<file path="src/rtl/multi_channel_clock_divider.sv">
// NUM_CH independent run-time programmable clock dividers sharing one system clock.
// Each channel emits a 50% duty square wave plus a one-cycle tick on every toggle.
module multi_channel_clock_divider #(
    parameter int CNT_WIDTH    = 32,
    parameter int NUM_CH       = 4,
    parameter int CH_IDX_W     = 2,
    parameter int DEFAULT_HALF = 50000
) (
    input  logic                 clock,
    input  logic                 reset,
    input  logic                 enable,
    input  logic                 sync,
    input  logic                 load_valid,
    input  logic [CH_IDX_W-1:0]  load_ch,
    input  logic [CNT_WIDTH-1:0] load_value,
    output logic [NUM_CH-1:0]    clk_out,
    output logic [NUM_CH-1:0]    tick,
    output logic [NUM_CH-1:0]    running
);

    localparam logic [CNT_WIDTH-1:0] DEFAULT_HP = CNT_WIDTH'(DEFAULT_HALF);
    localparam logic [CNT_WIDTH-1:0] ONE        = CNT_WIDTH'(1);

    generate
        for (genvar gi = 0; gi < NUM_CH; gi++) begin : g_ch
            logic [CNT_WIDTH-1:0] hp_reg;
            logic [CNT_WIDTH-1:0] cnt_reg;
            logic                 out_reg;
            logic                 tick_reg;
            logic                 load_hit;
            logic                 at_term;

            // Out-of-range load_ch values match no channel and are thereby ignored.
            assign load_hit = load_valid && (load_ch == CH_IDX_W'(gi));
            assign at_term  = (cnt_reg == hp_reg - ONE);

            always_ff @(posedge clock) begin
                if (reset) begin
                    hp_reg   <= DEFAULT_HP;
                    cnt_reg  <= '0;
                    out_reg  <= 1'b0;
                    tick_reg <= 1'b0;
                end else begin
                    tick_reg <= 1'b0;
                    if (load_hit) begin
                        hp_reg <= load_value;
                    end
                    // sync clears the phase even when a load lands in the same cycle.
                    if (sync) begin
                        cnt_reg <= '0;
                        out_reg <= 1'b0;
                    end else if (load_hit) begin
                        cnt_reg <= '0;
                    end else if (enable && (hp_reg != '0)) begin
                        if (at_term) begin
                            cnt_reg  <= '0;
                            out_reg  <= ~out_reg;
                            tick_reg <= 1'b1;
                        end else begin
                            cnt_reg <= cnt_reg + ONE;
                        end
                    end
                end
            end

            assign clk_out[gi] = out_reg;
            assign tick[gi]    = tick_reg;
            assign running[gi] = (hp_reg != '0);
        end
    endgenerate

endmodule

</file>
<file path="config.mk">
export PLATFORM = sky130hd
export DESIGN_NAME = multi_channel_clock_divider
export DESIGN_NICKNAME = d
export VERILOG_FILES = /design/src/rtl/multi_channel_clock_divider.sv
export SDC_FILE = /design/constraint.sdc
export NUM_CORES = 1
export LEC_CHECK = 0
export BUFFER_PORTS_ARGS = -buffer_cell sky130_fd_sc_hd__buf_2
export CAP_MARGIN = 40
export CORE_MARGIN = 4
export CORE_UTILIZATION = 68
export DETAILED_ROUTE_END_ITERATION = 6
export GPL_TIMING_DRIVEN = 0
export PLACE_DENSITY = 0.85
export SKIP_LAST_GASP = 1
export SYNTH_ARGS = -nofsm -noshare
export SYNTH_HDL_FRONTEND = slang
export SYNTH_SLANG_ARGS = --single-unit
</file>
<file path="constraint.sdc">
create_clock -name clock -period 6.1 [get_ports clock]
set_input_delay 1.22 -clock clock [delete_from_list [all_inputs] [get_ports clock]]
set_output_delay 1.22 -clock clock [all_outputs]
set_load 0.03 [all_outputs]
</file>
Word level (Yosys, flattened, before mapping):

Cells that the tools add are included.

* $add $sub $neg: 8
* eq/ne operators: 7
* multiplexer cells: 8
* bitwise logic cells: 12
* reduce and logical (&&, ||, !) cells: 26

Operator list (count)
* adder 32 x 1 -> 32 bit, second input constant: 4
* == test 32 bit: 4
* two-way mux 32 bit: 4
* nonzero test 32 bit: 4
* subtractor 32 x 1 -> 32 bit, second input constant: 4
* OR reduction 4 bit: 4
* inverter 1 bit: 12
* AND reduction 3 bit: 4
* OR reduction 3 bit: 4
* logical AND 1 bit: 8
* == test 2 bit, second input constant: 2
* two-way mux 1 bit: 4
* == test 2 x 1 -> 1 bit, second input constant: 1
* zero test 2 bit: 1
* OR reduction 2 bit: 1

* register bits: 264
* output and inout port bits: 12
* word-level logic and storage cells: 77

Depth between registers and ports, before layout:

Gate-level depths: netlist of run 1.

* depth in word-level cells: 4
* depth in mapped cells: 12

Worst setup path before layout of run 1:

No wires, ideal clock.

* path kind: flip-flop to output port
* start: reg g_ch[3].hp_reg[0]
* end: out running[3]
* arrival: 2180 ps
* data required time: 4880 ps
* path slack: 2700 ps
* stages on the path, launching flop included: 7
* buffers on the path: 1
* path through: dfxtp_1 inv_1 ha_1 or3b_2 clkbuf_1 or4_1 or3_1

* word-level cells in the longest chain between the ends: 1

RTL lines
* start, declared: RTL line 26 `logic [CNT_WIDTH-1:0] hp_reg;`
* start signal, assigned: RTL line 46 `hp_reg <= load_value;`
* nonzero test 32 bit: RTL line 68 `assign running[gi] = (hp_reg != '0);`
* end, declared: RTL line 18 `output logic [NUM_CH-1:0] running`

Every way passes these cells.

Worst setup path in the final report of run 1:

* start: reg g_ch[2].hp_reg[0]
* end: out running[2]

* word-level cells in the longest chain between the ends: 1

RTL lines (RTL line)
* start, declared: 26
* start signal, assigned: 46
* nonzero test 32 bit: 68

Every way passes these cells.

==> results of run 1 <==
[through the flow]
| step | instances | setup slack [ns] | cell area (um^2) | utilization (%) | hold WS, ns |
|---|---|---|---|---|---|
| 6_report | 2406 | 1.78 | 16900 | 76.6 | 0.497 |
| 5_1_grt | 2406 | 1.53 | 16900 | 76.6 | 0.508 |
| 4_1_cts | 2404 | 1.82 | 16900 | 76.6 | 0.493 |
| 3_5_place_dp | 2357 | 1.94 | 16000 | 72.7 | 0.486 |
| 3_3_place_gp | 2352 | 2.05 | 16000 | 72.5 | 0.474 |
| 2_1_floorplan | 2024 | 2.70 | 15400 | - | 0.452 |
[path summary, 6_finish.rpt]
kind	to	slack (ns)	depth (start not counted)
worst max-delay path	running[2]	1.78	7
worst min-delay path	g_ch[2].hp_reg[20]$_SDFFE_PP0P_	0.50	2
worst max register to register	g_ch[1].cnt_reg[31]$_SDFFE_PP0P_	2.05	11
worst min register to register	g_ch[2].hp_reg[20]$_SDFFE_PP0P_	0.50	2
[cell usage in the layout (no fill, tap or decap), types with 9 or more instances in the layout]
| cell type | synthesis | routed |
|---|---|---|
| nand3b_1 | 34 | 34 |
| clkbuf_1 | 107 | 115 |
| and2_1 | 13 | 13 |
| nand2b_1 | 16 | 16 |
| xor2_1 | 109 | 109 |
| nor4_1 | 57 | 57 |
| nand4_1 | 45 | 45 |
| o21ai_0 | 18 | 18 |
| or2_2 | 12 | 12 |
| nor3_1 | 175 | 175 |
| nand3_1 | 73 | 73 |
| buf_2 | 11 | 60 |
| mux2i_1 | 12 | 12 |
| nor3b_1 | 14 | 14 |
| inv_1 | 41 | 41 |
| or4_1 | 22 | 22 |
| a31oi_1 | 11 | 11 |
| a21oi_1 | 135 | 135 |
| clkbuf_16 | 0 | 28 |
| nand2_1 | 342 | 342 |
| and4_1 | 10 | 10 |
| xnor2_1 | 165 | 165 |
| nand4b_1 | 11 | 11 |
| nor2b_1 | 9 | 9 |
| nor2_1 | 129 | 129 |
| and3_1 | 39 | 39 |
| o211ai_1 | 9 | 9 |
| or3_1 | 30 | 30 |
| dfxtp_1 | 264 | 264 |
[metal layers]
metal	share of wire (%)	wire length (um)	track usage (%)
met1	41	17700	43.8
met2	46	19700	56.1
met3	8.7	3780	5.46
met4	4.7	2020	14.5
met5	0.072	31	0
[cells by family after synthesis]
| group | count (synthesis) |
|---|---|
| xor gates and xnor gates | 274 |
| and+or+nand+nor | 1054 |
| muxes | 16 |
| buffers and inverters | 170 |
| DFF | 264 |
| adders and majority gates | 8 |
| AOI/OAI and AO/OA | 238 |
[worst max-delay path, delay by kind of cell (launching register included)]
kind	cells	cell delay, ns
and+or+nand+nor	4	1.67
DFF	1	0.36
buffers and inverters	2	0.29
adders and majority gates	1	0.22
[area by class of cell]
| cell class | count | area [um^2] | share of cell area, % |
|---|---|---|---|
| repair buffers | 53 | 274 | 1.62 |
| inverters | 41 | 154 | 0.912 |
| clock buffers | 41 | 800 | 4.74 |
| plain buffers | 129 | 528 | 3.13 |
| well taps | 280 | 350 | 2.08 |
| diodes | 2 | 5.00 | 0.0297 |
| multi-input cells | 1590 | 9410 | 55.8 |
| clock inverters | 6 | 68.8 | 0.408 |
| flip-flops and latches | 264 | 5290 | 31.3 |
[cell usage after synthesis (6+ instances only)]
cell type | count | share of area (%)
and3_1 | 39 | 1.6
nand4_1 | 45 | 1.8
nor3b_1 | 14 | 0.68
o211ai_1 | 9 | 0.44
xor2_1 | 109 | 6.2
nor2_1 | 129 | 3.1
and4_1 | 10 | 0.57
mux2i_1 | 12 | 0.78
nand3b_1 | 34 | 1.7
nor4b_1 | 8 | 0.46
ha_1 | 8 | 0.65
buf_4 | 8 | 0.39
xnor2_1 | 165 | 9.4
clkbuf_1 | 107 | 2.6
nor3_1 | 175 | 5.7
a31oi_1 | 11 | 0.45
nor4_1 | 57 | 2.3
and2_1 | 13 | 0.53
or2_2 | 12 | 0.49
nor2b_1 | 9 | 0.37
nand3_1 | 73 | 2.4
or4_1 | 22 | 1.1
a21oi_1 | 135 | 4.4
or3_1 | 30 | 1.2
dfxtp_1 | 264 | 34
inv_1 | 41 | 1.0
nand2b_1 | 16 | 0.65
o21ai_0 | 18 | 0.59
nand4b_1 | 11 | 0.63
buf_2 | 11 | 0.36
nand2_1 | 342 | 8.3
o31ai_1 | 6 | 0.29
[power by group through the flow]
stage / sequential [mW] / clock (mW) / combinational (mW)
floorplan: 1.82 / 0 / 0.241
global placement: 1.83 / 0 / 0.330
detailed placement: 1.84 / 0 / 0.341
CTS: 1.80 / 1.64 / 0.344
global route: 1.80 / 1.71 / 0.384
finish: 1.80 / 1.63 / 0.354
==> results.toml, run 1 <==
[die]
num_rows = 54
die_w_um = 158
core_area_um2 = 22000
die_y_um = 158
start_util_pct = 69.8
io_pins = 51
die-area_um2 = 25100

[sta]
hold_viol = 0
slew_headroom_pct = 42.1
timing.fmax_mhz = 231
drv_slew = 0
rsz0062_at_grt = "false"
skew_ns = 0.0283
timing.setup.tns_ns = 0
period_share_pct = 70.9
setup_violations = 0
min_period_ns = 4.32
worstMarginPinSlew_ns = 0.860

[global_routing]
grt-ovfl-total = 0
grt_pass1_wl_mm = 69.6
antenna_found_initial = 4
grt_pass1_vias = 14065
track_usage_pct = 33.8
grt_max_degree = 15

[setup_path]
path_class = "reg -> out"
cp_slowest_cell = "nor3b_1"
critical_path_arrival_ns = 3.10
critPathLaunchType = "flip-flop"
crit_chain = "inv_1 > ha_1 > nor3b_1 > nand2_1 > nor3_1 > nand2_1 > buf_2"
cp_data_required_time_ns = 4.88
crit_path_frequent_cell = "nand2_1"
cp_slowest_stage_delay_ns = 0.68
crit_start = "g_ch[2].hp_reg[0]$_SDFFE_PP0P_"
r2r_start = "g_ch[1].hp_reg[2]$_SDFFE_PP0P_"
worstSetupEndpointType = "primary output"
critPathMaxFanout = 8

[finish]
synthToLayoutAreaGrowth_pct = 9.74
drive_above_1_share_pct = 6.54
fill_cells = 1678
finalNetCount = 2154

[synthesis]
synth_mux_area_share_pct = 1.07
yosysUniqueCellTypes = 64
synthFlopType = "dfxtp_1"
avgSynthCellArea_um2 = 7.60
synth_compound_area_share_pct = 9.30
synthesis.nets = 2071
ys_ff_latch = 264
yosys_warnings = 0
ys_seq_area_share_pct = 34.4
async_reset_ff_share_pct = 0
yosys.area_share.adder_pct = 0.651
synth_top_family_by_area = "simple AND/OR/NAND/NOR gates"
synth_edf_count = 0
synth-simple-area-share_pct = 34.6
synthXorXnorAreaFrac_pct = 15.6
netlist_area_um2 = 15400
postSynthCellCount = 2024

[job]
drv_cap = 0

[clock_network]
cts.clk_slew.worst_paths_ns = 0.06
clock_latency_ns = 0.56
ctsHoldBuffers = 0
cts_setup_buffers = 0
clockRootBuffer = "clkbuf_16"
cts_sinks = 264
cts_inserted_buffers = 28
cts_tree = "built"
clk_path_buf_depth = 3
h-tree-depth = 1
cts_resized = 0

[drt]
drtPass1Iterations = 6
ant_nets = 0
drt_wl_total_mm = 43.3
vias_per_cell = 6.24
num_vias = 15010
drc = 0
first_iter_violations = 1373
wl_per_cell_um = 18.0

[power_and_ir_drop]
pwr-share-comb_pct = 9.4
p_per_area_nw_per_um2 = 224
power.internal_mw = 2.82
p_sw_share_pct = 25.3
ir_worst_vdd_mv = 0.205
clkPwrFrac_pct = 43.0
total_power_mw = 3.78
p_leak_nw = 5.65
power.switching_uw = 957
pwr-share-seq_pct = 47.6

[place]
dp_hpwl_mm = 32.5
numPortBuffers = 48
place.gp.congestion = 0.939

[worst_hold_path]
hold_class = "reg -> reg"
hp-start = "g_ch[2].hp_reg[20]$_SDFFE_PP0P_"

[outcome]
status = "finished, final reports clean"
(Power assumes the default switching activity.)
==> inputs of run 2 (changes only) <==
--- a/config.mk
+++ b/config.mk
@@ -8,10 +8,10 @@
 export BUFFER_PORTS_ARGS = -buffer_cell sky130_fd_sc_hd__buf_2
 export CAP_MARGIN = 40
 export CORE_MARGIN = 4
-export CORE_UTILIZATION = 68
+export CORE_UTILIZATION = 57
 export DETAILED_ROUTE_END_ITERATION = 6
 export GPL_TIMING_DRIVEN = 0
-export PLACE_DENSITY = 0.85
+export PLACE_DENSITY = 0.76
 export SKIP_LAST_GASP = 1
 export SYNTH_ARGS = -nofsm -noshare
 export SYNTH_HDL_FRONTEND = slang
==> constraint.sdc (replaced) <==
create_clock -name clock -period 3.5 [get_ports clock]
set_input_delay 0.7 -clock clock [delete_from_list [all_inputs] [get_ports clock]]
set_output_delay 0.7 -clock clock [all_outputs]
set_load 0.03 [all_outputs]
==> run 2 against run 1 <==
  * Register-to-register slack worse by 1.9 ns
  * Sequential power up 75%
  * Utilization down 10 points
  * Sequential share of layout area down 0.89 points
  * Clock skew up 0.0026 ns
  * Highest routed layer is now met4
  * Critical path type unchanged
  * Worst setup slack worse by 1.7 ns
  * Cell count up 2.3%
==> results.toml, run 2 (synthesized netlist as in run 1, its figures left out) <==
[global_routing]
track_usage_pct = 29.1
grt_pass1_vias = 13831
grt-ovfl-total = 0
grt_max_degree = 15
grt_pass1_wl_mm = 70.5
antenna_found_initial = 0

[power_and_ir_drop]
pwr-share-seq_pct = 46.7
ir_worst_vdd_mv = 0.386
power.internal_mw = 5.01
total_power_mw = 6.74
p_leak_nw = 5.84
p_per_area_nw_per_um2 = 388
power.switching_mw = 1.74
clkPwrFrac_pct = 43.9
p_sw_share_pct = 25.7
pwr-share-comb_pct = 9.5

[die]
core_area_um2 = 26300
start_util_pct = 58.5
die-area_um2 = 29700
io_pins = 51
num_rows = 59
die_w_um = 172
die_y_um = 172

[clock_network]
clk_path_buf_depth = 3
h-tree-depth = 1
ctsHoldBuffers = 0
clock_latency_ns = 0.57
clockRootBuffer = "clkbuf_16"
cts_sinks = 264
cts_tree = "built"
cts_inserted_buffers = 28
cts.clk_slew.worst_paths_ns = 0.07

[finish]
layout_common_cells = "340 x nand2_1, 261 x dfxtp_1, 172 x nor3_1"
fin_cells = 2462
finalNetCount = 2156
multi_input_area_um2 = 9720
utilization_pct = 66.1
fill_cells = 2283
design_area_um2 = 17400
drive_above_1_share_pct = 9.83
final_common_cell = "nand2_1"
insertedDiodeCount = 0
area.sequential_um2 = 5290
synthToLayoutAreaGrowth_pct = 13.0

[sta]
hold_viol = 0
skew_ns = 0.0309
timing.fmax_mhz = 291
slew_headroom_pct = 46.0
setup_violations = 0
worstMarginPinSlew_ns = 0.803
min_period_ns = 3.44
period_share_pct = 98.3
drv_slew = 0

[place]
dp.cells = 2412
numPortBuffers = 48
place.gp.congestion = 0.944
place_area_um2 = 16100
dp_hpwl_mm = 33.0

[worst_hold_path]
hold_class = "in -> reg"

[setup_path]
worstSetupEndpointType = "primary output"
cp_data_required_time_ns = 2.80
critical_path_arrival_ns = 2.74
critPathLaunchType = "flip-flop"
critPathMaxFanout = 8
regToRegSetupSlack_ns = 0.13
path_class = "reg -> out"

[drt]
ant_nets = 0
drtPass1Iterations = 7
vias_per_cell = 6.07
first_iter_violations = 1387
wl_per_cell_um = 18.0
num_vias = 14934
drt_wl_total_mm = 44.3
drc = 0

[outcome]
status = "finished, final reports clean"

[job]
drv_cap = 0
run 2: cell count changes in the layout (fill, tap and decap cells not counted), sizes merged:
cell,delta
clkbuf,-6
buf,+5
clkinv,+3
diode,-2
clkdlybuf4s18,+1
run 2: what timing repair did:
| action | CTS | global route |
|---|---|---|
| pin swaps | 6 | 8 |
| hold endpoints to repair | 0 | 0 |
| buffers inserted | 7 | 3 |
| setup endpoints to repair | 134 | 133 |
| gates resized for setup | 29 | 46 |
run 2: final timing paths:
check,start,endpoint,cells past startpoint
worst max-delay path,g_ch[3].hp_reg[0]$_SDFFE_PP0P_,running[3],6
worst min-delay path,load_value[9],g_ch[0].hp_reg[9]$_SDFFE_PP1P_,3
worst max register to register,g_ch[0].hp_reg[4]$_SDFFE_PP1P_,g_ch[0].out_reg$_SDFFE_PP0P_,10
worst min register to register,g_ch[0].out_reg$_SDFFE_PP0P_,g_ch[0].out_reg$_SDFFE_PP0P_,2
run 2: final cells by class:
cell class / instances / area share [%]
plain buffers: 121 / 2.99
clock buffers: 39 / 4.79
clock inverters: 9 / 0.504
inverters: 41 / 0.885
multi-input cells: 1590 / 55.9
flip-flops and latches: 264 / 30.4
well taps: 335 / 2.41
repair buffers: 63 / 2.07
run 2: power groups by stage:
stage | clock (mW) | combinational (mW) | sequential, mW
6_report | 2.96 | 0.638 | 3.15
5_1_grt | 3.11 | 0.693 | 3.15
4_1_cts | 2.99 | 0.608 | 3.14
3_5_place_dp | 0 | 0.599 | 3.20
3_3_place_gp | 0 | 0.584 | 3.20
2_1_floorplan | 0 | 0.420 | 3.18
run 2: layer usage:
layer	part of all wire [%]	global-route usage, %	vias to the layer above
li1	-	-	7227
met1	43	38.9	7081
met2	46	48.9	513
met3	7.6	4.48	113
met4	3.7	8.68	0
met5	0	0	-
run 2: worst max-delay path: stages, from the launching register on:
cell      delay [ns]
dfxtp_2         0.37
inv_1           0.11
ha_4            0.17
or3b_4          0.44
or4_4           0.54
or3_4           0.37
clkbuf_4        0.20
run 2: per-stage QoR:
stage / setup TNS (ns) / setup slack [ns] / hold WS, ns
global route: -0.00163 / -0.00163 / 0.445
floorplan: 0 / 0.227 / 0.452
detailed placement: -46.26 / -0.740 / 0.481
CTS: -0.0375 / -0.0318 / 0.429
finish: 0 / 0.0587 / 0.448
global placement: -46.99 / -0.716 / 0.470
==> inputs of run 3 (changes only) <==
--- a/config.mk
+++ b/config.mk
@@ -7,11 +7,14 @@
 export LEC_CHECK = 0
 export BUFFER_PORTS_ARGS = -buffer_cell sky130_fd_sc_hd__buf_2
 export CAP_MARGIN = 40
+export CELL_PAD_IN_SITES_DETAIL_PLACEMENT = 1
+export CELL_PAD_IN_SITES_GLOBAL_PLACEMENT = 1
 export CORE_MARGIN = 4
-export CORE_UTILIZATION = 57
+export CORE_UTILIZATION = 43
 export DETAILED_ROUTE_END_ITERATION = 6
 export GPL_TIMING_DRIVEN = 0
-export PLACE_DENSITY = 0.76
+export MAX_ROUTING_LAYER = met4
+export PLACE_DENSITY = 0.77
 export SKIP_LAST_GASP = 1
 export SYNTH_ARGS = -nofsm -noshare
 export SYNTH_HDL_FRONTEND = slang
==> run 3 against run 2 <==
  * Maximum frequency up 1.1%
  * Cell count up 6.3%
  * Via count up 1.3%
  * Combinational power up 6.1%
  * Wire length up 17%
  * Critical path depth unchanged
  * Critical endpoint unchanged
  * Total power up 4.1%
  * Highest routed layer unchanged
  * Utilization down 16 points
  * Clock skew down 0.020 ns
  * Worst hold slack worse by 0.0033 ns
  * Sequential power about the same
==> results.toml, run 3 (synthesized netlist as in run 1, its figures left out) <==
[finish]
drive_above_1_share_pct = 10.9
fin_cells = 2618
finalNetCount = 2181
final_common_cell = "nand2_1"
design_area_um2 = 17900
insertedDiodeCount = 0
fill_cells = 4404
layout_common_cells = "341 x nand2_1, 262 x dfxtp_1, 169 x nor3_1"
synthToLayoutAreaGrowth_pct = 16.1

[sta]
slew_headroom_pct = 44.5
min_period_ns = 3.40
setup_violations = 0
drv_slew = 0
hold_viol = 0
setup_slack_ns = 0.0960
rsz0062_at_grt = "true"
timing.fmax_mhz = 294
skew_ns = 0.0113
worstMarginPinSlew_ns = 0.832
period_share_pct = 97.3

[drt]
wl_per_cell_um = 19.8
ant_nets = 0
first_iter_violations = 790
wl_met1_mm = 23.0
vias_per_cell = 5.78
num_vias = 15127
drt_wl_total_mm = 51.8
dr_wl_met3_mm = 2.37
top_layer_used = "met4"
drc = 0
wl_met2_mm = 25.1
drtPass1Iterations = 5

[setup_path]
critPathLaunchType = "flip-flop"
r2r_start = "g_ch[2].hp_reg[9]$_SDFFE_PP1P_"
worstSetupEndpointType = "primary output"
regToRegSetupSlack_ns = 0.13
path_class = "reg -> out"
rr_worst_depth = 10
r2r-end = "g_ch[2].cnt_reg[2]$_SDFFE_PP0P_"
critPathMaxFanout = 6
cp_data_required_time_ns = 2.80
critical_path_arrival_ns = 2.70

[clock_network]
clock_latency_ns = 0.57
cts_sinks = 264
h-tree-depth = 1
cts_tree = "built"
clockRootBuffer = "clkbuf_16"
ctsHoldBuffers = 0
clk_path_buf_depth = 3
cts.clk_slew.worst_paths_ns = 0.06
cts_inserted_buffers = 30

[worst_hold_path]
min_path_cells = 3
hold_class = "in -> reg"
hp-start = "load_value[31]"
hold_end = "g_ch[0].hp_reg[31]$_SDFFE_PP0P_"

[power_and_ir_drop]
ir_worst_vdd_mv = 0.407
p_leak_nw = 5.98
p_per_area_nw_per_um2 = 393
total_power_mw = 7.02

[die]
die-area_um2 = 38900
num_rows = 69
core_area_um2 = 35400
die_y_um = 197
start_util_pct = 43.4
die_w_um = 197
io_pins = 51

[global_routing]
grt_pass1_wl_mm = 81.8
antenna_found_initial = 0
grt_pass1_vias = 15170
grt_max_degree = 15
track_usage_pct = 26.5
grt-ovfl-total = 0

[place]
dpl_worst_slack_ns = -0.744
dp.cells = 2540
dp_hpwl_mm = 38.8
numPortBuffers = 48
place.gp.congestion = 0.888
place_area_um2 = 16200

[job]
drv_cap = 0

[outcome]
status = "finished, final reports clean"
==> run 3: how the worst max path moves through the flow <==
stage / startpoint / end / cells after the start
after floorplan: g_ch[3].hp_reg[0]$_SDFFE_PP0P_ / g_ch[3].cnt_reg[8]$_SDFFE_PP0P_ / 12
after global placement: g_ch[1].hp_reg[2]$_SDFFE_PP0P_ / g_ch[1].cnt_reg[11]$_SDFFE_PP0P_ / 11
after detailed placement: g_ch[1].hp_reg[2]$_SDFFE_PP0P_ / g_ch[1].cnt_reg[4]$_SDFFE_PP0P_ / 11
after CTS: g_ch[0].hp_reg[2]$_SDFFE_PP0P_ / g_ch[0].cnt_reg[3]$_SDFFE_PP0P_ / 12
after global routing: g_ch[0].hp_reg[2]$_SDFFE_PP0P_ / g_ch[0].out_reg$_SDFFE_PP0P_ / 11
final: g_ch[3].hp_reg[0]$_SDFFE_PP0P_ / running[3] / 6
==> run 3: layout make-up <==
type	instances	area, um^2	share of cell area, %
sequential	264	5290	29.6
clock inverter	12	115	0.645
clock buffer	43	881	4.93
multi-input combinational	1590	9790	54.8
tap	461	577	3.23
buffer	123	551	3.08
inverter	41	154	0.862
timing repair buffer	84	507	2.84
==> run 3: worst max-delay path, stage by stage (launching register included) <==
cell,delay [ns]
dfxtp_2,0.37
inv_1,0.11
ha_4,0.16
or3b_4,0.39
or4_1,0.53
or3_4,0.37
buf_2,0.19
==> run 3: metal layers <==
layer  global-route usage [%]  vias to the layer above
li1                         -                     7297
met1                     33.8                     7447
met2                     45.2                      298
met3                     3.41                       85
met4                     6.09                        0
met5                        -                        -
==> run 3: metrics by stage <==
step                utilization (%)  hold WS (ns)  TNS [ns]
CTS                            49.4         0.419         0
finish                         50.5         0.445         0
global placement               45.8         0.481    -57.46
detailed placement             45.9         0.492    -67.99
floorplan                         -         0.452         0
global route                   50.5         0.439    -0.718
==> run 3: what timing repair did <==
item / in CTS / in global routing
cloned: 0 / 1
pin swaps: 7 / 19
gates resized for setup: 43 / 54
buffers inserted: 8 / 20
setup endpoints to repair: 137 / 133
==> run 3: power breakdown <==
part	switching [mW]	total, mW	internal (mW)
clock	1.31	3.19	1.88
combinational	0.443	0.677	0.234
sequential	0.0866	3.15	3.06
total	1.84	7.02	5.18
